<file path="config.mk">
export PLATFORM = sky130hd
export DESIGN_NAME = uart_rx_fifo
export DESIGN_NICKNAME = d
export VERILOG_FILES = /design/src/rtl/uart_rx_fifo.sv
export SDC_FILE = /design/constraint.sdc
export NUM_CORES = 1
export LEC_CHECK = 0
export BUFFER_PORTS_ARGS = -buffer_cell sky130_fd_sc_hd__buf_2
export CORE_MARGIN = 2
export CORE_UTILIZATION = 40
export CTS_CLUSTER_DIAMETER = 120
export CTS_CLUSTER_SIZE = 14
export DETAILED_ROUTE_END_ITERATION = 12
export PLACE_DENSITY = 0.62
export SYNTH_ARGS = -nofsm -noshare
export SYNTH_HDL_FRONTEND = slang
export SYNTH_SLANG_ARGS = --single-unit
</file>
<file path="constraint.sdc">
create_clock -name clk_i -period 3.75 [get_ports clk_i]
set_clock_uncertainty 0.2 [all_clocks]
set_input_delay 0.5625 -clock clk_i [delete_from_list [all_inputs] [get_ports clk_i]]
set_output_delay 0.5625 -clock clk_i [all_outputs]
set_load 0.02 [all_outputs]
</file>
<file path="src/rtl/uart_rx_fifo.sv">
// Receive buffer between the buart receiver and the CPU bus: drains bytes from buart into a
// first-word-fall-through FIFO and raises a level-triggered irq at a programmable occupancy.
module uart_rx_fifo #(
    parameter int unsigned DepthLog2 = 4,
    parameter int unsigned Width     = 8
) (
    input  logic                 clk_i,
    input  logic                 resetq_i,
    input  logic                 uart_valid_i,
    input  logic [Width-1:0]     uart_data_i,
    output logic                 uart_rd_o,
    input  logic                 pop_i,
    output logic [Width-1:0]     head_o,
    output logic                 empty_o,
    output logic                 full_o,
    output logic [DepthLog2:0]   level_o,
    input  logic                 thresh_we_i,
    input  logic [DepthLog2:0]   thresh_in_i,
    output logic                 irq_o
);

    localparam int unsigned Depth = 2 ** DepthLog2;
    localparam logic [DepthLog2:0] DepthLvl = Depth[DepthLog2:0];

    typedef enum logic {StIdle, StAck} state_e;

    state_e                 state_q, state_d;
    logic [Width-1:0]       mem_q [Depth];
    logic [DepthLog2-1:0]   wr_ptr_q, wr_ptr_d;
    logic [DepthLog2-1:0]   rd_ptr_q, rd_ptr_d;
    logic [DepthLog2:0]     level_q, level_d;
    logic [DepthLog2:0]     thresh_q, thresh_d;
    logic                   uart_rd_q, uart_rd_d;
    logic                   push;
    logic                   pop_ok;

    assign empty_o   = (level_q == '0);
    assign full_o    = (level_q == DepthLvl);
    assign level_o   = level_q;
    assign head_o    = mem_q[rd_ptr_q];
    assign uart_rd_o = uart_rd_q;
    assign irq_o     = (thresh_q != '0) && (level_q >= thresh_q);

    always_comb begin
        state_d = state_q;
        push    = 1'b0;
        unique case (state_q)
            StIdle: begin
                // Full blocks capture even if a pop lands on the same edge; the byte waits in buart.
                if (uart_valid_i && !full_o) begin
                    push    = 1'b1;
                    state_d = StAck;
                end
            end
            StAck:   state_d = StIdle;
            default: state_d = StIdle;
        endcase

        uart_rd_d = push;
        pop_ok    = pop_i && !empty_o;
        wr_ptr_d  = push   ? wr_ptr_q + 1'b1 : wr_ptr_q;
        rd_ptr_d  = pop_ok ? rd_ptr_q + 1'b1 : rd_ptr_q;

        unique case ({push, pop_ok})
            2'b10:   level_d = level_q + 1'b1;
            2'b01:   level_d = level_q - 1'b1;
            default: level_d = level_q;
        endcase

        thresh_d = thresh_q;
        if (thresh_we_i) begin
            thresh_d = (thresh_in_i > DepthLvl) ? DepthLvl : thresh_in_i;
        end
    end

    always_ff @(posedge clk_i) begin
        if (!resetq_i) begin
            state_q   <= StIdle;
            wr_ptr_q  <= '0;
            rd_ptr_q  <= '0;
            level_q   <= '0;
            thresh_q  <= '0;
            uart_rd_q <= 1'b0;
        end else begin
            state_q   <= state_d;
            wr_ptr_q  <= wr_ptr_d;
            rd_ptr_q  <= rd_ptr_d;
            level_q   <= level_d;
            thresh_q  <= thresh_d;
            uart_rd_q <= uart_rd_d;
        end
    end

    // Storage is never cleared; reset only suppresses a write on its edge.
    always_ff @(posedge clk_i) begin
        if (resetq_i && push) begin
            mem_q[wr_ptr_q] <= uart_data_i;
        end
    end

endmodule
</file>
==> out/qor.yml, run 1 <==
yosys:
  yosysWarnings: 0
  synth_largest_area_cell: "edfxtp_1"
  synth.avg_cell_area_um2: 17.2
  synth-seq-cells: 151
  syn_inst: 357
  synth_ff_type: "edfxtp_1"
  synth_common_cells: "edfxtp_1 (128), mux4_2 (32), nor2_1 (24), dfxtp_1 (23), nand2_1 (22)"
  synth.distinct_cells: 40
  synth_area_mm2: 0.00613
  syn_nets: 390
  yosysTopAreaCellShare_pct: 62.7
  postSynth.asyncResetShare_pct: 0
  yosys-top-cells-area: "edfxtp_1 (63%), mux4_2 (12%), dfxtp_1 (7.5%), ha_1 (2.9%), a22oi_1 (2.0%)"
  synth_edf_count: 128
  synth-seq-area-share_pct: 70.2
  yosysMostFrequentCell: "edfxtp_1"
timing:
  worstMarginPinSlew_ns: 0.831
  fin_ws_ns: 0.577
  hold_viol_final: 0
  fin_crit_ns: 3.17
  finalSetupViolCount: 0
  slew_viol_final: 0
  max_freq_mhz: 315
  slew_headroom_pct: 44.5
  fin_setup_tns_ns: 0
  rsz0062_at_grt: "false"
  period_share_pct: 84.6
floorplan:
  dieArea_mm2: 0.0163
  rows: 45
  fp.dieH_um: 128
  die_w_um: 128
  start_util_pct: 40.6
  pin_count: 35
  coreArea_mm2: 0.0151
placement:
  gp_congestion: 0.757
  place_ws_ns: 0.729
  dp_hpwl_mm: 7.83
  io_buffers: 34
grt:
  antenna_found_initial: 0
  grt_pass1_wl_mm: 19.7
  grt-ovfl-total: 0
  first_global_vias: 3479
  grt_max_degree: 33
  grt_usage_pct: 16.4
drt:
  drt_wl_total_mm: 12.3
  antenna_left: 0
  drtPass1Iterations: 4
  wire_per_inst_um: 20.0
  drc: 0
  via_per_inst: 5.31
  dr_total_vias: 3267
  drt_iter0_drc: 277
finish:
  drive_gt1_share_pct: 28.1
  fin_util_pct: 47.9
  antenna_cells: 0
  nets: 447
  area_growth_pct: 17.9
setup_path:
  path_max_fanout: 15
  path_class: "register to output port"
  crit_family: "flip-flops"
  crit_path_end_kind: "output port"
  crit_chain: "buf_4, mux4_2, a22oi_1, nand2_1, buf_2"
  cpMaxStageDelayCell: "dfxtp_2"
  max_stage_delay_ns: 0.70
  critPathLaunchType: "register"
  crit_required_ns: 2.99
  cp.arrival_ns: 2.41
  worst-path-buf-inv: 2
cts:
  clk_pin_slew_ns: 0.06
  clkLatencyLatePin_ns: 0.42
  hold_buffers: 0
  htreeDepth: 4
  cts_tree: "built"
  cts_setup_buffers: 0
  clock-sinks: 151
  cts_root_buf: "clkbuf_16"
  cts-resized-gates: 0
  cts_buffers: 17
  clockBufferDepth: 2
pwr:
  p_leak_nw: 2.50
  power_w: 0.00457
  powerDensity_mw_per_mm2: 632
  ir_worst_vdd_mv: 0.386
status:
  status: "finished, final reports clean"
min_path:
  worstHoldPathType: "primary input to register"
job:
  max_cap_violations: 0
==> cell type report <==
cell class              instances  area [µm²]
clock buffers                  18         429
inverters                      12        45.0
well taps                     188         235
fillers                      1294        7860
multi-input cells             179        1720
flip-flops and latches        151        4310
clock inverters                14         171
repair buffers                 53         325
==> worst register-to-register path, cell delays in order (launching register included) <==
cell	delay (ns)
dfxtp_1	0.37
nor4_1	0.55
a21oi_1	0.27
inv_1	0.12
ha_1	0.28
inv_1	0.10
fa_1	0.40
nand2b_1	0.16
a21oi_1	0.15
mux2i_1	0.23
mux2i_1	0.19
==> path summary, 6_finish.rpt <==
| check | start | end | slack, ns | cells past startpoint |
|---|---|---|---|---|
| worst min-delay path | thresh_in_i[4] | thresh_q[4] | 0.28 | 3 |
| worst max register to register | level_o[0] | level_o[4] | 0.66 | 10 |
| worst min register to register | thresh_q[4] | thresh_q[4] | 0.32 | 2 |
| worst max-delay path | register | head_o[6] | 0.58 | 5 |
==> flip-flops by register name (all words and copies together), names as in the netlist, named ones only <==
name and flops:
thresh_q 5, mem_q 128, state_q 1, wr_ptr_q 4, rd_ptr_q 4, level_o 5
==> cell usage in the layout (no fill, tap or decap), drive strengths merged, types with 2 or more instances in the layout <==
| cell | synthesis | final |
|---|---|---|
| nand2 | 22 | 22 |
| mux4 | 32 | 32 |
| nand2b | 5 | 5 |
| a22oi | 16 | 16 |
| clkinvlp | 0 | 2 |
| bufinv | 0 | 3 |
| o22ai | 5 | 5 |
| clkbuf | 9 | 18 |
| o211ai | 2 | 2 |
| inv | 12 | 17 |
| and2 | 14 | 14 |
| mux2i | 6 | 6 |
| clkinv | 0 | 4 |
| o21a | 2 | 2 |
| nand4b | 2 | 2 |
| buf | 6 | 53 |
| dfxtp | 23 | 23 |
| xor2 | 2 | 2 |
| xnor2 | 4 | 4 |
| nand3 | 3 | 3 |
| edfxtp | 128 | 128 |
| nor2 | 24 | 24 |
| nor2b | 6 | 6 |
| o21ai | 3 | 3 |
| ha | 14 | 14 |
| a21oi | 4 | 4 |
==> power by group <==
part	switching, W	internal, W	leakage (nW)
registers	0.0000855	0.00188	1.34
clock network	0.000683	0.00105	0.286
logic	0.000469	0.000399	0.871
==> metal layers <==
metal | share of wire (%) | global-route usage, % | vias up | wire, µm
li1 | - | - | 1506 | -
met1 | 45 | 21.5 | 1679 | 5560
met2 | 50 | 27.0 | 77 | 6090
met3 | 4.5 | 4.67 | 5 | 557
met4 | 0.60 | 4.85 | 0 | 74
met5 | 0 | 0 | - | 0
==> kinds of logic after synthesis <==
| kind of cell | share of synthesized area (%) |
|---|---|
| adders and majority gates | 3.19 |
| xor gates and xnor gates | 0.858 |
| AOI/OAI and AO/OA | 4.35 |
| DFF | 70.2 |
| muxes | 12.7 |
| buffers and inverters | 1.76 |
| and+or+nand+nor | 6.86 |
==> stage by stage <==
stage	instances	area, µm²	hold slack (ns)
6_report	615	7230	0.277
5_1_grt	615	7230	0.295
4_1_cts	615	7230	0.258
3_5_place_dp	583	6630	0.315
3_3_place_gp	583	6630	0.304
2_1_floorplan	357	6130	0.280
Note: power is estimated with default switching activity, not from simulation.
==> run 2, diff against run 1 <==
==> constraint.sdc (replaced) <==
create_clock -name clk_i -period 3 [get_ports clk_i]
set_clock_uncertainty 0.2 [all_clocks]
set_input_delay 0.45 -clock clk_i [delete_from_list [all_inputs] [get_ports clk_i]]
set_output_delay 0.45 -clock clk_i [all_outputs]
set_load 0.02 [all_outputs]
==> run 2 against run 1 <==
- combinational power rose by 34%
- sequential share of layout area shrank 0.66 points
- final cell count increased by 0.98%
- non-clock buffer count rose by 6
- critical endpoint is now level_o[3]
==> out/qor.yml, run 2 (synthesis results as in run 1) <==
status:
  status: "finished, final reports clean"
finish:
  layout_common_cells: "edfxtp_1 (128), buf_2 (34), mux4_2 (32), nor2_1 (24), buf_4 (23)"
  largest_reg_flops: 128  # unchanged
  drive_gt1_share_pct: 30.0  # +1.9 points
  final_area_mm2: 0.00731  # +1.1%
  layout_commonest_cell: "edfxtp_1"
  area_growth_pct: 19.3
  nFillCells: 1280  # -1.1%
  fin_util_pct: 48.4  # +0.54 points
  nets: 453  # +1.3%
  stdcell_count: 621  # +0.98%
  top_register: "mem_q"
  antenna_cells: 0  # unchanged
placement:
  io_buffers: 34  # unchanged
  gp_congestion: 0.779  # +2.9%
  dp_hpwl_mm: 7.86  # +0.28%
  post_dp_cell_area_mm2: 0.00668  # +0.87%
  place_inst: 589  # +1.0%
floorplan:
  pin_count: 35  # unchanged
  dieArea_mm2: 0.0163  # unchanged
  rows: 45  # unchanged
  coreArea_mm2: 0.0151  # unchanged
  start_util_pct: 40.6  # unchanged
  die_w_um: 128  # unchanged
  fp.dieH_um: 128  # unchanged
drt:
  drt_iter0_drc: 247  # -11%
  dr_total_vias: 3297  # +0.92%
  drtPass1Iterations: 4  # unchanged
  drt_wl_total_mm: 12.5  # +1.5%
  antenna_left: 0  # unchanged
  via_per_inst: 5.31  # about the same
  drc: 0  # unchanged
  wire_per_inst_um: 20.1  # +0.54%
cts:
  cts_setup_buffers: 0  # unchanged
  cts_buffers: 17  # unchanged
  hold_buffers: 0  # unchanged
  cts_tree: "built"
  clk_pin_slew_ns: 0.06  # about the same
  cts_root_buf: "clkbuf_16"
  clock-sinks: 151  # unchanged
  cts-resized-gates: 0  # unchanged
  clkLatencyLatePin_ns: 0.42  # about the same
  clockBufferDepth: 2  # unchanged
  htreeDepth: 4  # unchanged
timing:
  finalSetupViolCount: 0  # unchanged
  slew_headroom_pct: 52.2  # +7.8 points
  slew_viol_final: 0  # unchanged
  fin_crit_ns: 2.87
  rsz0062_at_grt: "false"
  hold_viol_final: 0  # unchanged
  period_share_pct: 95.6
  whs_ns: 0.168  # -0.110 ns
  fin_setup_tns_ns: 0  # unchanged
  worstMarginPinSlew_ns: 0.714  # -0.117 ns
  max_freq_mhz: 349
pwr:
  netSwitchingFraction_pct: 27.4  # +0.29 points
  p_comb_share_pct: 20.0  # +1.0 points
  powerDensity_mw_per_mm2: 794  # +26%
  p_leak_nw: 2.53  # +1.5%
  ir_worst_vdd_mv: 0.626  # +62%
  clock_power_share_pct: 38.2  # +0.2 points
  switching_power_w: 0.00159  # +28%
  intPower_w: 0.00421  # +27%
  pwr-share-seq_pct: 41.9  # -1.1 points
grt:
  antenna_found_initial: 0  # unchanged
  grt-ovfl-total: 0  # unchanged
  grt_pass1_wl_mm: 19.8  # +0.42%
  grt_max_degree: 33  # unchanged
  first_global_vias: 3451  # -0.80%
  grt_usage_pct: 16.7  # +0.23 points
setup_path:
  cp.arrival_ns: 3.03  # +0.62 ns
  critPathLaunchType: "register"
  crit_required_ns: 3.16  # +0.17 ns
  crit_path_end_kind: "register"
  path_max_fanout: 6  # -9
  ff2ff_setup_slack_ns: 0.13  # -0.53 ns
  path_class: "register to register"
  worstReg2RegEnd: "level_o[3]"
  rr_startpoint: "level_o[0]"
  rr_worst_depth: 9  # -1
min_path:
  min_from: "thresh_in_i[4]"
  hold_end: "thresh_q[4]"
  worstHoldPathType: "primary input to register"
  min_path_cells: 3  # unchanged
job:
  max_cap_violations: 0  # unchanged
[run 2: cell count changes in the layout (fill, tap and decap cells not counted), sizes merged]
cell	previous run	this run
buf	53	59
clkbuf	18	17
clkinvlp	2	4
clkinv	4	2
inv	17	18
[run 2: worst max-delay path by stage]
stage,cells after the start,startpoint,end
2_1_floorplan,9,level_o[0],level_o[3]
3_3_place_gp,9,level_o[0],level_o[3]
3_5_place_dp,9,level_o[0],level_o[3]
4_1_cts,5,register,head_o[4]
5_1_grt,9,level_o[0],level_o[3]
6_report,9,level_o[0],level_o[3]
[run 2: final cells by class]
type                       instances  area (µm²)  area share [%]
clock buffer                      17         425            5.82
clock inverter                    15         193            2.64
inverter                          12        45.0           0.616
multi-input combinational        179        1720            23.6
timing repair buffer              59         383            5.24
sequential                       151        4310            58.9
tap                              188         235            3.22
[run 2: per-stage QoR]
| step | total power [W] | worst slack, ns |
|---|---|---|
| 2_1_floorplan | 0.00327 | 0.160 |
| 3_3_place_gp | 0.00361 | 0.257 |
| 3_5_place_dp | 0.00363 | 0.160 |
| 4_1_cts | 0.00585 | 0.117 |
| 5_1_grt | 0.00606 | 0.0298 |
| 6_report | 0.00580 | 0.133 |
[run 2: critical path, cell delays in order (launching register included)]
cell and delay [ns]:
dfxtp_1 0.37, or4_4 0.59, o21ai_4 0.15, inv_1 0.05
ha_1 0.24, ha_1 0.30, a21o_2 0.12, a21oi_1 0.08
or4b_2 0.62, nand3_1 0.09
[run 2: power by group through the flow]
stage | registers [W] | logic, W | clock network, W
after CTS | 0.00243 | 0.00117 | 0.00225
after global routing | 0.00244 | 0.00128 | 0.00234
after global placement | 0.00246 | 0.00114 | 0
after detailed placement | 0.00247 | 0.00116 | 0
final | 0.00243 | 0.00116 | 0.00222
after floorplan | 0.00248 | 0.000798 | 0
[run 2: layer usage]
layer  track usage (%)  part of all wire (%)
met2              26.5                    49
met5                 0                     0
met3              5.18                   5.2
met4              5.69                   1.1
met1              21.9                    45
